File: config.mk
export PLATFORM = sky130hd
export DESIGN_NAME = fp_sqrt_stream_flat
export DESIGN_NICKNAME = d
export VERILOG_FILES = /design/src/rtl/fp_sqrt_stream_pkg.sv /design/src/rtl/fp_sqrt_stream_if.sv /design/src/rtl/fp_sqrt_stream_ring.sv /design/src/rtl/fp_sqrt_stream.sv /design/src/flat_wrapper.sv
export SDC_FILE = /design/constraint.sdc
export NUM_CORES = 1
export LEC_CHECK = 0
export BUFFER_PORTS_ARGS = -buffer_cell sky130_fd_sc_hd__buf_2
export CAP_MARGIN = 10
export CORE_MARGIN = 10
export CORE_UTILIZATION = 45
export DETAILED_ROUTE_END_ITERATION = 8
export PLACE_DENSITY_LB_ADDON = 0.12
export SYNTH_ARGS = -nofsm -noshare
export SYNTH_HDL_FRONTEND = slang
export SYNTH_SLANG_ARGS = --single-unit
export TNS_END_PERCENT = 50
File: constraint.sdc
create_clock -name clock -period 3.1 [get_ports clock]
set_input_delay 0.62 -clock clock [delete_from_list [all_inputs] [get_ports clock]]
set_output_delay 0.62 -clock clock [all_outputs]
set_load 0.05 [all_outputs]
File: src/rtl/fp_sqrt_stream_pkg.sv
// Shared types and constants for the fp_sqrt_stream adapter.
package fp_sqrt_stream_pkg;

  localparam int FP_W        = 32;
  localparam int DEF_LATENCY = 28;

  typedef enum logic {
    DRAIN = 1'b0,
    RUN   = 1'b1
  } state_t;

  function automatic int cnt_w(input int depth);
    return $clog2(depth) + 1;
  endfunction

endpackage

File: src/rtl/fp_sqrt_stream_if.sv
// Request/response stream bundle for fp_sqrt_stream.
interface fp_sqrt_stream_if #(
  parameter int TAG_W = 4
);
  import fp_sqrt_stream_pkg::*;

  logic             req_valid;
  logic             req_ready;
  logic [FP_W-1:0]  req_data;
  logic [TAG_W-1:0] req_tag;
  logic             resp_valid;
  logic             resp_ready;
  logic [FP_W-1:0]  resp_data;
  logic [TAG_W-1:0] resp_tag;

  modport master (
    output req_valid, req_data, req_tag, resp_ready,
    input  req_ready, resp_valid, resp_data, resp_tag
  );

  modport slave (
    input  req_valid, req_data, req_tag, resp_ready,
    output req_ready, resp_valid, resp_data, resp_tag
  );

endinterface

File: src/rtl/fp_sqrt_stream_ring.sv
// Power-of-two circular buffer; head reads as zero while empty so outputs stay clean after reset.
module stream_ring
  import fp_sqrt_stream_pkg::*;
#(
  parameter int WIDTH = 32,
  parameter int DEPTH = 4
) (
  input  logic                      clock,
  input  logic                      reset_n,
  input  logic                      push,
  input  logic                      pop,
  input  logic [WIDTH-1:0]          din,
  output logic [WIDTH-1:0]          head,
  output logic [cnt_w(DEPTH)-1:0]   count,
  output logic                      full
);
  localparam int CW = cnt_w(DEPTH);
  localparam int AW = $clog2(DEPTH);

  logic [WIDTH-1:0] mem [DEPTH];
  logic [AW-1:0]    wr_ptr;
  logic [AW-1:0]    rd_ptr;

  always_ff @(posedge clock) begin
    if (!reset_n) begin
      wr_ptr <= '0;
      rd_ptr <= '0;
      count  <= '0;
    end else begin
      if (push) wr_ptr <= wr_ptr + 1'b1;
      if (pop)  rd_ptr <= rd_ptr + 1'b1;
      count <= count + CW'(push) - CW'(pop);
    end
  end

  always_ff @(posedge clock) begin
    if (push) mem[wr_ptr] <= din;
  end

  assign full = (count == CW'(DEPTH));
  assign head = (count != '0) ? mem[rd_ptr] : '0;

endmodule

File: src/rtl/fp_sqrt_stream.sv
// Stream adapter around a fixed-latency FP sqrt unit with credit-based result buffering.
// Define FP_SQRT_STREAM_CHECK_EN to add the done-timing protocol checker that drives err.
module fp_sqrt_stream
  import fp_sqrt_stream_pkg::*;
#(
  parameter int LATENCY = DEF_LATENCY,
  parameter int DEPTH   = 4,
  parameter int TAG_W   = 4
) (
  input  logic            clock,
  input  logic            reset_n,
  fp_sqrt_stream_if.slave bus,
  output logic            unit_go,
  output logic [FP_W-1:0] unit_operand,
  input  logic            unit_done,
  input  logic [FP_W-1:0] unit_result,
  output logic            err
);
  localparam int CW = cnt_w(DEPTH);
  localparam int DW = $clog2(LATENCY + 1);

  state_t           state;
  state_t           state_nx;
  logic [DW-1:0]    drain_cnt;
  logic [CW-1:0]    tag_count;
  logic [CW-1:0]    result_count;
  logic             tag_full;
  logic             result_full;
  logic             accept;
  logic             resp_pop;
  logic             result_push;
  logic [TAG_W-1:0] tag_head;
  logic [FP_W-1:0]  result_head;

  // tag_count covers in-flight work, so a credit here is a reserved result slot
  assign bus.req_ready  = !tag_full && (state == RUN);
  assign accept         = bus.req_valid && bus.req_ready;
  assign bus.resp_valid = (result_count != '0);
  assign resp_pop       = bus.resp_valid && bus.resp_ready;
  assign bus.resp_data  = result_head;
  assign bus.resp_tag   = bus.resp_valid ? tag_head : '0;

  // a done only counts when something is in flight and stale pipeline dones are ignored
  assign result_push = unit_done && (state == RUN) &&
                       (result_count != tag_count) && !result_full;

  always_ff @(posedge clock) begin
    if (!reset_n) state <= DRAIN;
    else          state <= state_nx;
  end

  always_comb begin
    state_nx = state;
    if (state == DRAIN && drain_cnt == '0) state_nx = RUN;
  end

  always_ff @(posedge clock) begin
    if (!reset_n)                              drain_cnt <= DW'(LATENCY);
    else if (state == DRAIN && drain_cnt != '0) drain_cnt <= drain_cnt - 1'b1;
  end

  // Stage p0: launch into the sqrt unit
  always_ff @(posedge clock) begin
    if (!reset_n) begin
      unit_go      <= 1'b0;
      unit_operand <= '0;
    end else begin
      unit_go <= accept;
      if (accept) unit_operand <= bus.req_data;
    end
  end

  stream_ring #(.WIDTH(TAG_W), .DEPTH(DEPTH)) u_tag_ring (
    .clock   (clock),
    .reset_n (reset_n),
    .push    (accept),
    .pop     (resp_pop),
    .din     (bus.req_tag),
    .head    (tag_head),
    .count   (tag_count),
    .full    (tag_full)
  );

  stream_ring #(.WIDTH(FP_W), .DEPTH(DEPTH)) u_result_ring (
    .clock   (clock),
    .reset_n (reset_n),
    .push    (result_push),
    .pop     (resp_pop),
    .din     (unit_result),
    .head    (result_head),
    .count   (result_count),
    .full    (result_full)
  );

`ifdef FP_SQRT_STREAM_CHECK_EN
  logic [LATENCY-1:0] expect_sr;

  always_ff @(posedge clock) begin
    if (!reset_n) begin
      expect_sr <= '0;
      err       <= 1'b0;
    end else begin
      expect_sr <= {expect_sr[LATENCY-2:0], unit_go};
      if (state == RUN && (unit_done != expect_sr[LATENCY-1])) err <= 1'b1;
    end
  end
`else
  assign err = 1'b0;
`endif

endmodule
File: src/flat_wrapper.sv
// flat-port wrapper written by rule: the top's interface ports become plain ports
module fp_sqrt_stream_flat import fp_sqrt_stream_pkg::*;
#(
  parameter int LATENCY = DEF_LATENCY,
  parameter int DEPTH   = 4,
  parameter int TAG_W   = 4
)
  (clock, reset_n, unit_go, unit_operand, unit_done, unit_result, err, bus_req_valid, bus_req_data, bus_req_tag, bus_resp_ready, bus_req_ready, bus_resp_valid, bus_resp_data, bus_resp_tag);
  fp_sqrt_stream_if #(.TAG_W(TAG_W)) bus_i ();
  input  logic clock;
  input  logic reset_n;
  output logic unit_go;
  output logic [FP_W-1:0] unit_operand;
  input  logic unit_done;
  input  logic [FP_W-1:0] unit_result;
  output logic err;
  input wire logic [$bits(bus_i.req_valid)-1:0] bus_req_valid;
  input wire logic [$bits(bus_i.req_data)-1:0] bus_req_data;
  input wire logic [$bits(bus_i.req_tag)-1:0] bus_req_tag;
  input wire logic [$bits(bus_i.resp_ready)-1:0] bus_resp_ready;
  output wire logic [$bits(bus_i.req_ready)-1:0] bus_req_ready;
  output wire logic [$bits(bus_i.resp_valid)-1:0] bus_resp_valid;
  output wire logic [$bits(bus_i.resp_data)-1:0] bus_resp_data;
  output wire logic [$bits(bus_i.resp_tag)-1:0] bus_resp_tag;
  assign bus_i.req_valid = bus_req_valid;
  assign bus_i.req_data = bus_req_data;
  assign bus_i.req_tag = bus_req_tag;
  assign bus_i.resp_ready = bus_resp_ready;
  assign bus_req_ready = bus_i.req_ready;
  assign bus_resp_valid = bus_i.resp_valid;
  assign bus_resp_data = bus_i.resp_data;
  assign bus_resp_tag = bus_i.resp_tag;
  fp_sqrt_stream #(.LATENCY(LATENCY), .DEPTH(DEPTH), .TAG_W(TAG_W)) u_core (.clock(clock), .reset_n(reset_n), .bus(bus_i), .unit_go(unit_go), .unit_operand(unit_operand), .unit_done(unit_done), .unit_result(unit_result), .err(err));
endmodule
[After elaboration in Yosys (flattened, before gate mapping)]
Memories as Yosys holds them, arrays and structs flattened. A register that Yosys moved wholly into a read port is not among the register bits.
Cells that the tools add are included.
Widths: inputs -> output; s select.
Word-level totals
  bits in registers: 53
  RAM bits: 144
  logic and storage cells: 50
  memories: 2
Memories
  u_core.u_result_ring.mem: words 4, width 32, rd ports 1, clocked after memory_dff 1, wr ports 1, line fp_sqrt_stream_ring.sv:20  | logic [WIDTH-1:0] mem [DEPTH];
  u_core.u_tag_ring.mem: words 4, width 4, rd ports 1, clocked after memory_dff 1, wr ports 1, line fp_sqrt_stream_ring.sv:20
Cells by class
  add/subtract/negate cells: 9
  equal/unequal tests: 3
  mux-type cells: 11
  bitwise operators: 1
  reduce and logical (&&, ||, !) cells: 14
Operator list (number)
  $mux 32: 1
  $add 2x1->2 const B: 4
  $logic_and 1x1->1: 8
  $mux 2: 4
  $mux 4: 2
  $add 3x1->3: 2
  $eq 3x3->1 const B: 2
  $reduce_bool 3->1: 2
  $sub 3x1->3: 2
  $logic_not 5->1: 1
  $reduce_bool 5->1: 1
  $sub 5x1->5 const B: 1
  $mux 1: 4
  $ne 3x3->1: 1
  $logic_not 1->1: 2
  $not 1->1: 1

[Longest topological paths before layout]
Gate-level depths: netlist of run 1.
  depth in word-level cells: 6
  depth in mapped cells: 11
  gate-level depth less buffers: 10

[Hierarchy]
A second synthesis of run 1 with hierarchy kept.
Second synthesis, totals
  cell total of the unflattened synthesis: 502
  area, all modules: 7965.1 um^2
By module, submodules not included
  stream_ring at u_core.u_result_ring: times used 1, cells each 245, area each 5313.8 um^2
  fp_sqrt_stream: times used 1, cells each 190, area each 1596.5 um^2
  stream_ring at u_core.u_tag_ring: times used 1, cells each 67, area each 1054.8 um^2

[Worst setup path before layout of run 1]
OpenSTA, ideal clock, no wires.
  path kind: flip-flop to output port
  start: reg u_core.u_result_ring.count[2]
  end: out bus_resp_data[22]
  data arrival time: 1767 ps
  data required time: 2480 ps
  setup slack: 713 ps
  cell stages (with the launch flop): 5
  buffers on the path: 2
  cells stage by stage: dfxtp_1 > or3_1 > buf_6 > clkbuf_1 > and2_1
On the way
  word-level cells in the longest chain between the ends: 2
Ends and longest elaborated chain
  start: declaration: line fp_sqrt_stream_ring.sv:14  | output logic [cnt_w(DEPTH)-1:0] count,
  start signal: assignment: line fp_sqrt_stream_ring.sv:32  | count <= count + CW'(push) - CW'(pop);
  $reduce_bool 3->1
  named net bus_resp_valid: line flat_wrapper.sv:22  | output wire logic [$bits(bus_i.resp_valid)-1:0] bus_resp_valid;
  $mux 32: line fp_sqrt_stream_ring.sv:41  | assign head = (count != '0) ? mem[rd_ptr] : '0;
  end: declaration: line flat_wrapper.sv:23  | output wire logic [$bits(bus_i.resp_data)-1:0] bus_resp_data;
The timed path passes the listed nets, and every way through them passes these cells.

[Worst setup path after layout of run 1]
  start: reg u_core.u_result_ring.count[2]
  end: out bus_resp_tag[1]
On the way
  word-level cells in the longest chain between the ends: 2
Ends and longest elaborated chain
  $reduce_bool 3->1: line fp_sqrt_stream.sv:38  | assign bus.resp_valid = (result_count != '0);
  $mux 4: line fp_sqrt_stream.sv:41  | assign bus.resp_tag = bus.resp_valid ? tag_head : '0;
  end: declaration: line flat_wrapper.sv:24  | output wire logic [$bits(bus_i.resp_tag)-1:0] bus_resp_tag;
No other way between the ends.

==> results by group, run 1 <==
Status
  – Status: finished, final reports clean

Setup path
  – RR Startpoint: u_core.u_tag_ring.count[1]
  – Crit Path Max Fanout: 36
  – Critical Path RT: 2.48 ns
  – Critical Path, Cell by Cell: or3_1 -> buf_4 -> o31ai_1 -> nor2b_1 -> buf_2
  – Worst setup path class: flip-flop to primary output
  – Worst EP arrival: 2.21 ns
  – Type of destination of the critical path: primary output
  – Slowest cell on the critical path: dfxtp_1
  – Kind of cell adding the most delay to the critical path: buffers and inverters
  – Crit-path max cell delay: 0.44 ns
  – Startpoint Class: flip-flop
  – CP startpoint: u_core.u_result_ring.count[2]
  – Critical path buffer and inverter count: 2

Routing
  – Routed vias: 4401
  – Number of DRC violations after detailed-routing iteration 0: 202
  – First-pass iteration count of the detailed router: 4
  – DRC viols: 0
  – Routed Antenna Nets: 0
  – DRT Wirelength: 15500 um
  – Routed len/inst: 17.5 um
  – DR vias/cell: 4.97

Layout
  – Sequential cell area: 0.00547 mm^2
  – Utilization after layout: 0.546
  – Layout Nets: 735
  – Antenna Cells: 0
  – Syn-to-layout area delta: 19.1%
  – Fillers: 1437
  – Share of cells above drive strength 1: 0.335
  – Multi-input logic area: 0.00223 mm^2

Floorplan
  – Die ar.: 0.0233 mm^2
  – Initial Utilization: 0.458
  – Core area: 0.0173 mm^2
  – Row count: 48
  – I/O pins: 145
  – Die Span Y: 153 um
  – Die Wd: 153 um

GRT
  – Total gr overflow: 0
  – Global-route wire length before repair: 25000 um
  – Pin count of the biggest net entering global routing: 58
  – Tot GR Track Use: 0.131
  – Antenna violations before repair: 0
  – Vias in the first global route: 4868

Synth
  – Most frequent cells after synthesis: edfxtp_1 (144), nand2_1 (76), dfxtp_1 (57), and2_1 (55), mux4_2 (36)
  – Synth Warn #: 0
  – Ys async rst share: 0
  – Post-synth EDFFs: 144
  – Yosys cell types: 35
  – Top-area cell type share of the netlist area: 0.546
  – Gate Count Post-Synth: 498
  – Post-synthesis cell area: 0.00793 mm^2
  – Count leader, synth: edfxtp_1
  – Flops & latches, synth: 201
  – Sequential fraction of the synthesis area: 0.690
  – Most common flop cell mapped by yosys: edfxtp_1
  – Post-synth net total: 586
  – Post-synth top area cell: edfxtp_1
  – Synth area leaders: edfxtp_1 (55%), dfxtp_1 (14%), mux4_2 (10%), and2_1 (4.3%), nand2_1 (3.6%)
  – Avg Cell Area, Syn: 15.9 um^2

STA
  – Worst Max-Slew Pin Slew: 0.830 ns
  – Final setup fails: 0
  – Total Neg Setup Slack: 0 ns
  – Fin crit period: 2.83 ns
  – Tcrit/Tclk final: 0.913
  – F_max: 0.353 GHz
  – Fin. Hold Viols: 0
  – RSZ-0062 raised after global routing: false
  – Max-slew violations: 0
  – Clock skew: 0.00797 ns
  – Rel. slew slack: 0.447

Pwr
  – Net load switching power: 2.50 mW
  – Leak: 3.50 nW
  – Reg power frac: 0.405
  – VDD IR max: 0.000512 V
  – Internal power: 5.00 mW
  – Power share of the clock group: 0.293
  – P per Cell Area: 794 mW/mm^2
  – Combinational Power Share: 0.302
  – Switching share of power: 0.333

Placed design
  – Placer congestion estimate: 0.738
  – I/O Buffers: 143
  – DP HPWL: 10100 um

Clock network
  – Worst-skew pair later-pin latency: 0.48 ns
  – CTS sink count: 201
  – Clk pin slew, worst setup/hold paths: 0.06 ns
  – Post-CTS Resized: 0
  – Longest Clk Path Bufs: 3
  – Post-CTS setup buffer count: 0
  – H-tree Lvls: 1
  – # hold bufs at CTS: 0
  – TritonCTS clock tree: built
  – CTS Buf Count: 20
  – CTS Root Cell: clkbuf_16

Hold path
  – Hold crit path type: input pin to flip-flop
  – Hold path start: bus_req_tag[0]

Run
  – Max-cap violations: 0
==> final cells by class <==
type | instances | area share
sequential | 201 | 0.579
clock buffer | 27 | 0.0603
multi-input combinational | 256 | 0.236
timing repair buffer | 152 | 0.0843
clock inverter | 8 | 0.00371
inverter | 16 | 0.00689
tap | 225 | 0.0298
==> sequential cells by signal, indices dropped and copies added, names as in the netlist, 3 cells and up, named ones only <==
register,cells
u_core.unit_operand,32
u_core.u_result_ring.mem,128
u_core.u_tag_ring.count,3
u_core.drain_cnt,5
u_core.u_result_ring.count,3
u_core.u_tag_ring.mem,16
==> metrics by stage <==
step,worst slack (ns),power (mW),area [um^2],hold WS [ns],cells
floorplan,0.713,4.91,7930,0.440,498
global placement,0.530,5.40,8830,0.438,850
detailed placement,0.476,5.42,8830,0.446,850
CTS,0.171,7.63,9440,0.323,885
global route,0.0684,7.87,9440,0.341,885
finish,0.268,7.49,9440,0.352,885
==> power by group through the flow <==
stage                     Combinational, mW  Clock (mW)  Sequential (mW)
after floorplan                        1.84           0             3.07
after global placement                 2.30           0             3.09
after detailed placement               2.32           0             3.10
after CTS                              2.32        2.27             3.04
after global routing                   2.44        2.37             3.05
final                                  2.26        2.19             3.04
==> kinds of logic after synthesis <==
family | synth area share
adder cells (fa/ha/maj) | 0.0256
AND/OR/NAND/NOR | 0.0930
buffers and inverters | 0.0297
XOR/XNOR | 0.0166
AO/OA/AOI/OAI | 0.0404
multiplexers | 0.105
flip-flops | 0.690
other | 0.000473
==> metal layers <==
layer / up-vias / global-route usage / part of all wire
met4: 0 / 0.0336 / 0.019
met3: 23 / 0.0550 / 0.093
met2: 141 / 0.222 / 0.49
met5: - / 0 / 0
met1: 2146 / 0.148 / 0.40
li1: 2091 / - / -
==> worst paths after layout <==
kind                                   endpoint  slack [ns]  depth (start not counted)
setup / recovery                bus_resp_tag[1]        0.27                          5
setup reg to reg  u_core.u_result_ring.count[2]        0.69                         10
hold reg to reg         u_core.unit_operand[29]        0.45                          2
hold / removal      u_core.u_tag_ring.mem[1][0]        0.35                          1
==> placed cells by master (no fill, tap or decap) <==
cell / synthesis / layout
clkbuf_16: 0 / 22
nor4b_1: 1 / 1
edfxtp_1: 144 / 144
a21boi_0: 4 / 4
nand3_2: 1 / 1
a21boi_1: 29 / 29
o21ai_0: 1 / 1
a211oi_4: 1 / 1
fa_1: 2 / 2
nand2_1: 76 / 76
nor2b_1: 5 / 5
clkinv_1: 0 / 4
xnor2_1: 11 / 11
o31a_1: 1 / 1
nor3b_1: 1 / 1
xor2_1: 4 / 4
o311a_4: 1 / 1
conb_1: 1 / 1
clkinv_4: 1 / 1
clkbuf_1: 11 / 5
mux4_2: 36 / 36
nand2_4: 1 / 1
buf_4: 1 / 8
inv_2: 1 / 1
clkinv_2: 0 / 4
nor3_1: 2 / 2
nand3_1: 1 / 1
buf_12: 0 / 1
o211a_1: 1 / 1
buf_2: 4 / 143
ha_1: 13 / 13
and2_1: 55 / 55
o31ai_1: 1 / 1
dfxtp_1: 57 / 56
or3_1: 2 / 2
nor2_1: 3 / 3
mux2i_1: 2 / 2
dfxtp_2: 0 / 1
inv_1: 14 / 14
No activity file was read; power rests on OpenSTA's default activity.
==> run 2, diff against run 1 <==
SETUP_SLACK_MARGIN = 0.4   (was not set)
==> results by group, run 2 (same netlist as run 1, synthesis figures left out) <==
GRT
  – Tot GR Track Use: 0.131 (about the same)
  – Global-route wire length before repair: 25000 um (about the same)
  – Pin count of the biggest net entering global routing: 58 (unchanged)
  – GR Util met1: 0.148 (+0.000538)
  – Vias in the first global route: 4862 (-0.12%)
  – M2 GR Usage: 0.222 (about the same)
  – M3 GR Usage: 0.0550 (unchanged)
  – Antenna violations before repair: 0 (unchanged)
  – Grt peak-use layer: met2
  – Total gr overflow: 0 (unchanged)

Routing
  – Routed len/inst: 17.8 um (+1.6%)
  – Number of DRC violations after detailed-routing iteration 0: 197 (-2.5%)
  – DRT Wirelength: 15800 um (+1.8%)
  – DRC viols: 0 (unchanged)
  – DR vias/cell: 4.97 (-0.14%)
  – Routed Antenna Nets: 0 (unchanged)
  – Routed vias: 4400 (-0.023%)
  – First-pass iteration count of the detailed router: 4 (unchanged)

Layout
  – Antenna Cells: 0 (unchanged)
  – Most common cell after layout, fill and taps aside: edfxtp_1
  – Layout Nets: 736 (+0.14%)
  – Share of cells above drive strength 1: 0.339 (+0.00403)
  – Utilization after layout: 0.549 (+0.00326)
  – Multi-input logic area: 0.00224 mm^2 (+0.45%)
  – Top flop regs: u_core.u_result_ring.mem: 128 flops, u_core.unit_operand: 32 flops, u_core.u_tag_ring.mem: 16 flops
  – Max FFs per register: 128 (unchanged)
  – Sequential cell area: 0.00547 mm^2 (unchanged)
  – Fillers: 1431 (-0.42%)
  – Syn-to-layout area delta: 19.8%
  – Largest register by flop count: u_core.u_result_ring.mem
  – Most frequent cells in the layout: edfxtp_1 (144), buf_2 (141), nand2_1 (76)

Clock network
  – CTS Buf Count: 20 (unchanged)
  – TritonCTS clock tree: built
  – Post-CTS setup buffer count: 0 (unchanged)
  – H-tree Lvls: 1 (unchanged)
  – Worst-skew pair later-pin latency: 0.48 ns (about the same)
  – CTS Root Cell: clkbuf_16
  – Clk pin slew, worst setup/hold paths: 0.06 ns (about the same)
  – # hold bufs at CTS: 0 (unchanged)
  – CTS sink count: 201 (unchanged)
  – Longest Clk Path Bufs: 3 (unchanged)

Pwr
  – Internal power: 5.07 mW (+1.4%)
  – Power share of the clock group: 0.289 (-0.004)
  – P per Cell Area: 800 mW/mm^2 (+0.74%)
  – Reg power frac: 0.402 (-0.003)
  – Switching share of power: 0.333 (-0.000501)
  – Leak: 3.51 nW (+0.42%)
  – Combinational Power Share: 0.309 (+0.007)
  – VDD IR max: 0.000574 V (+12%)
  – Net load switching power: 2.53 mW (+1.2%)

STA
  – Total Neg Setup Slack: 0 ns (unchanged)
  – RSZ-0062 raised after global routing: false
  – Tcrit/Tclk final: 0.849 (-0.0643)
  – Worst Max-Slew Pin Slew: 0.832 ns (+0.00214 ns)
  – Fin. Hold Viols: 0 (unchanged)
  – Rel. slew slack: 0.445 (-0.00143)
  – Final setup fails: 0 (unchanged)
  – F_max: 0.380 GHz (+7.6%)
  – Clock skew: 0.00769 ns (-0.000277 ns)
  – Worst hold margin: 0.351 ns (-0.000977 ns)
  – Max-slew violations: 0 (unchanged)
  – Fin crit period: 2.63 ns (-0.199 ns)

Placed design
  – I/O Buffers: 143 (unchanged)
  – DP HPWL: 10100 um (unchanged)
  – Placer congestion estimate: 0.738 (unchanged)

Floorplan
  – Die Span Y: 153 um (unchanged)
  – Die ar.: 0.0233 mm^2 (unchanged)
  – Core area: 0.0173 mm^2 (unchanged)
  – I/O pins: 145 (unchanged)
  – Initial Utilization: 0.458 (unchanged)
  – Die Wd: 153 um (unchanged)
  – Row count: 48 (unchanged)

Setup path
  – Worst EP arrival: 2.01 ns (-0.20 ns)
  – Critical Path RT: 2.48 ns (about the same)
  – Startpoint Class: flip-flop
  – Reg2Reg Capture Point: u_core.u_result_ring.count[2]
  – Worst setup path class: flip-flop to primary output
  – Flop-to-flop setup slack: 0.68 ns (about the same)
  – Type of destination of the critical path: primary output
  – Register-to-Register Path Depth: 10 (unchanged)
  – Crit Path Max Fanout: 16 (-56%)
  – RR Startpoint: u_core.u_tag_ring.count[1]
  – Crit path to: bus_resp_data[25]

Run
  – Max-cap violations: 0 (unchanged)

Hold path
  – Hold crit path type: input pin to flip-flop
  – Hold path start: unit_result[22]

Status
  – Status: finished, final reports clean
==> run 2: critical path: stages, from the launching register on <==
cell and delay (ns):
dfxtp_2 0.39, buf_12 0.20, mux4_2 0.52, and2_1 0.20, buf_2 0.22
==> run 2: layout make-up <==
class	instances	share of cell area
flip-flops and latches	201	0.576
repair buffers	153	0.0887
well taps	225	0.0296
inverters	16	0.00685
clock inverters	8	0.00369
multi-input cells	256	0.235
clock buffers	27	0.0600
==> run 2: how the worst min path moves through the flow <==
stage	endpoint	slack, ns	depth (start not counted)
5_1_grt	u_core.u_tag_ring.mem[1][1]	0.34	1
2_1_floorplan	u_core.drain_cnt[4]	0.44	2
4_1_cts	u_core.u_result_ring.mem[3][10]	0.32	1
6_report	u_core.u_result_ring.mem[3][22]	0.35	1
3_3_place_gp	u_core.unit_operand[29]	0.44	2
3_5_place_dp	u_core.unit_operand[30]	0.45	2
==> run 2: per-stage QoR <==
| stage | cells | power (mW) | setup slack, ns | area, um^2 |
|---|---|---|---|---|
| floorplan | 498 | 4.91 | 0.713 | 7930 |
| global placement | 850 | 5.40 | 0.530 | 8830 |
| detailed placement | 850 | 5.42 | 0.476 | 8830 |
| CTS | 885 | 7.66 | 0.379 | 9450 |
| global route | 886 | 7.97 | 0.401 | 9500 |
| finish | 886 | 7.59 | 0.467 | 9500 |
==> run 2: power groups by stage <==
stage | Clock (mW) | Combinational, mW | Sequential (mW)
final | 2.19 | 2.35 | 3.05
after global routing | 2.37 | 2.53 | 3.07
after floorplan | 0 | 1.84 | 3.07
after global placement | 0 | 2.30 | 3.09
after detailed placement | 0 | 2.32 | 3.10
after CTS | 2.27 | 2.35 | 3.04
==> run 2: what timing repair did <==
| action | 4_1_cts | 5_1_grt |
|---|---|---|
| gates cloned | 0 | 1 |
| pin swaps | 0 | 0 |
| resized for setup | 4 | 4 |
| endpoints found under the setup margin | 7 | 36 |
==> run 2: metal layers <==
| metal | wire length (um) | share of wire | vias to the layer above |
|---|---|---|---|
| li1 | - | - | 2094 |
| met1 | 6260 | 0.40 | 2147 |
| met2 | 7760 | 0.49 | 136 |
| met3 | 1440 | 0.091 | 23 |
| met4 | 299 | 0.019 | 0 |
| met5 | 0 | 0 | - |
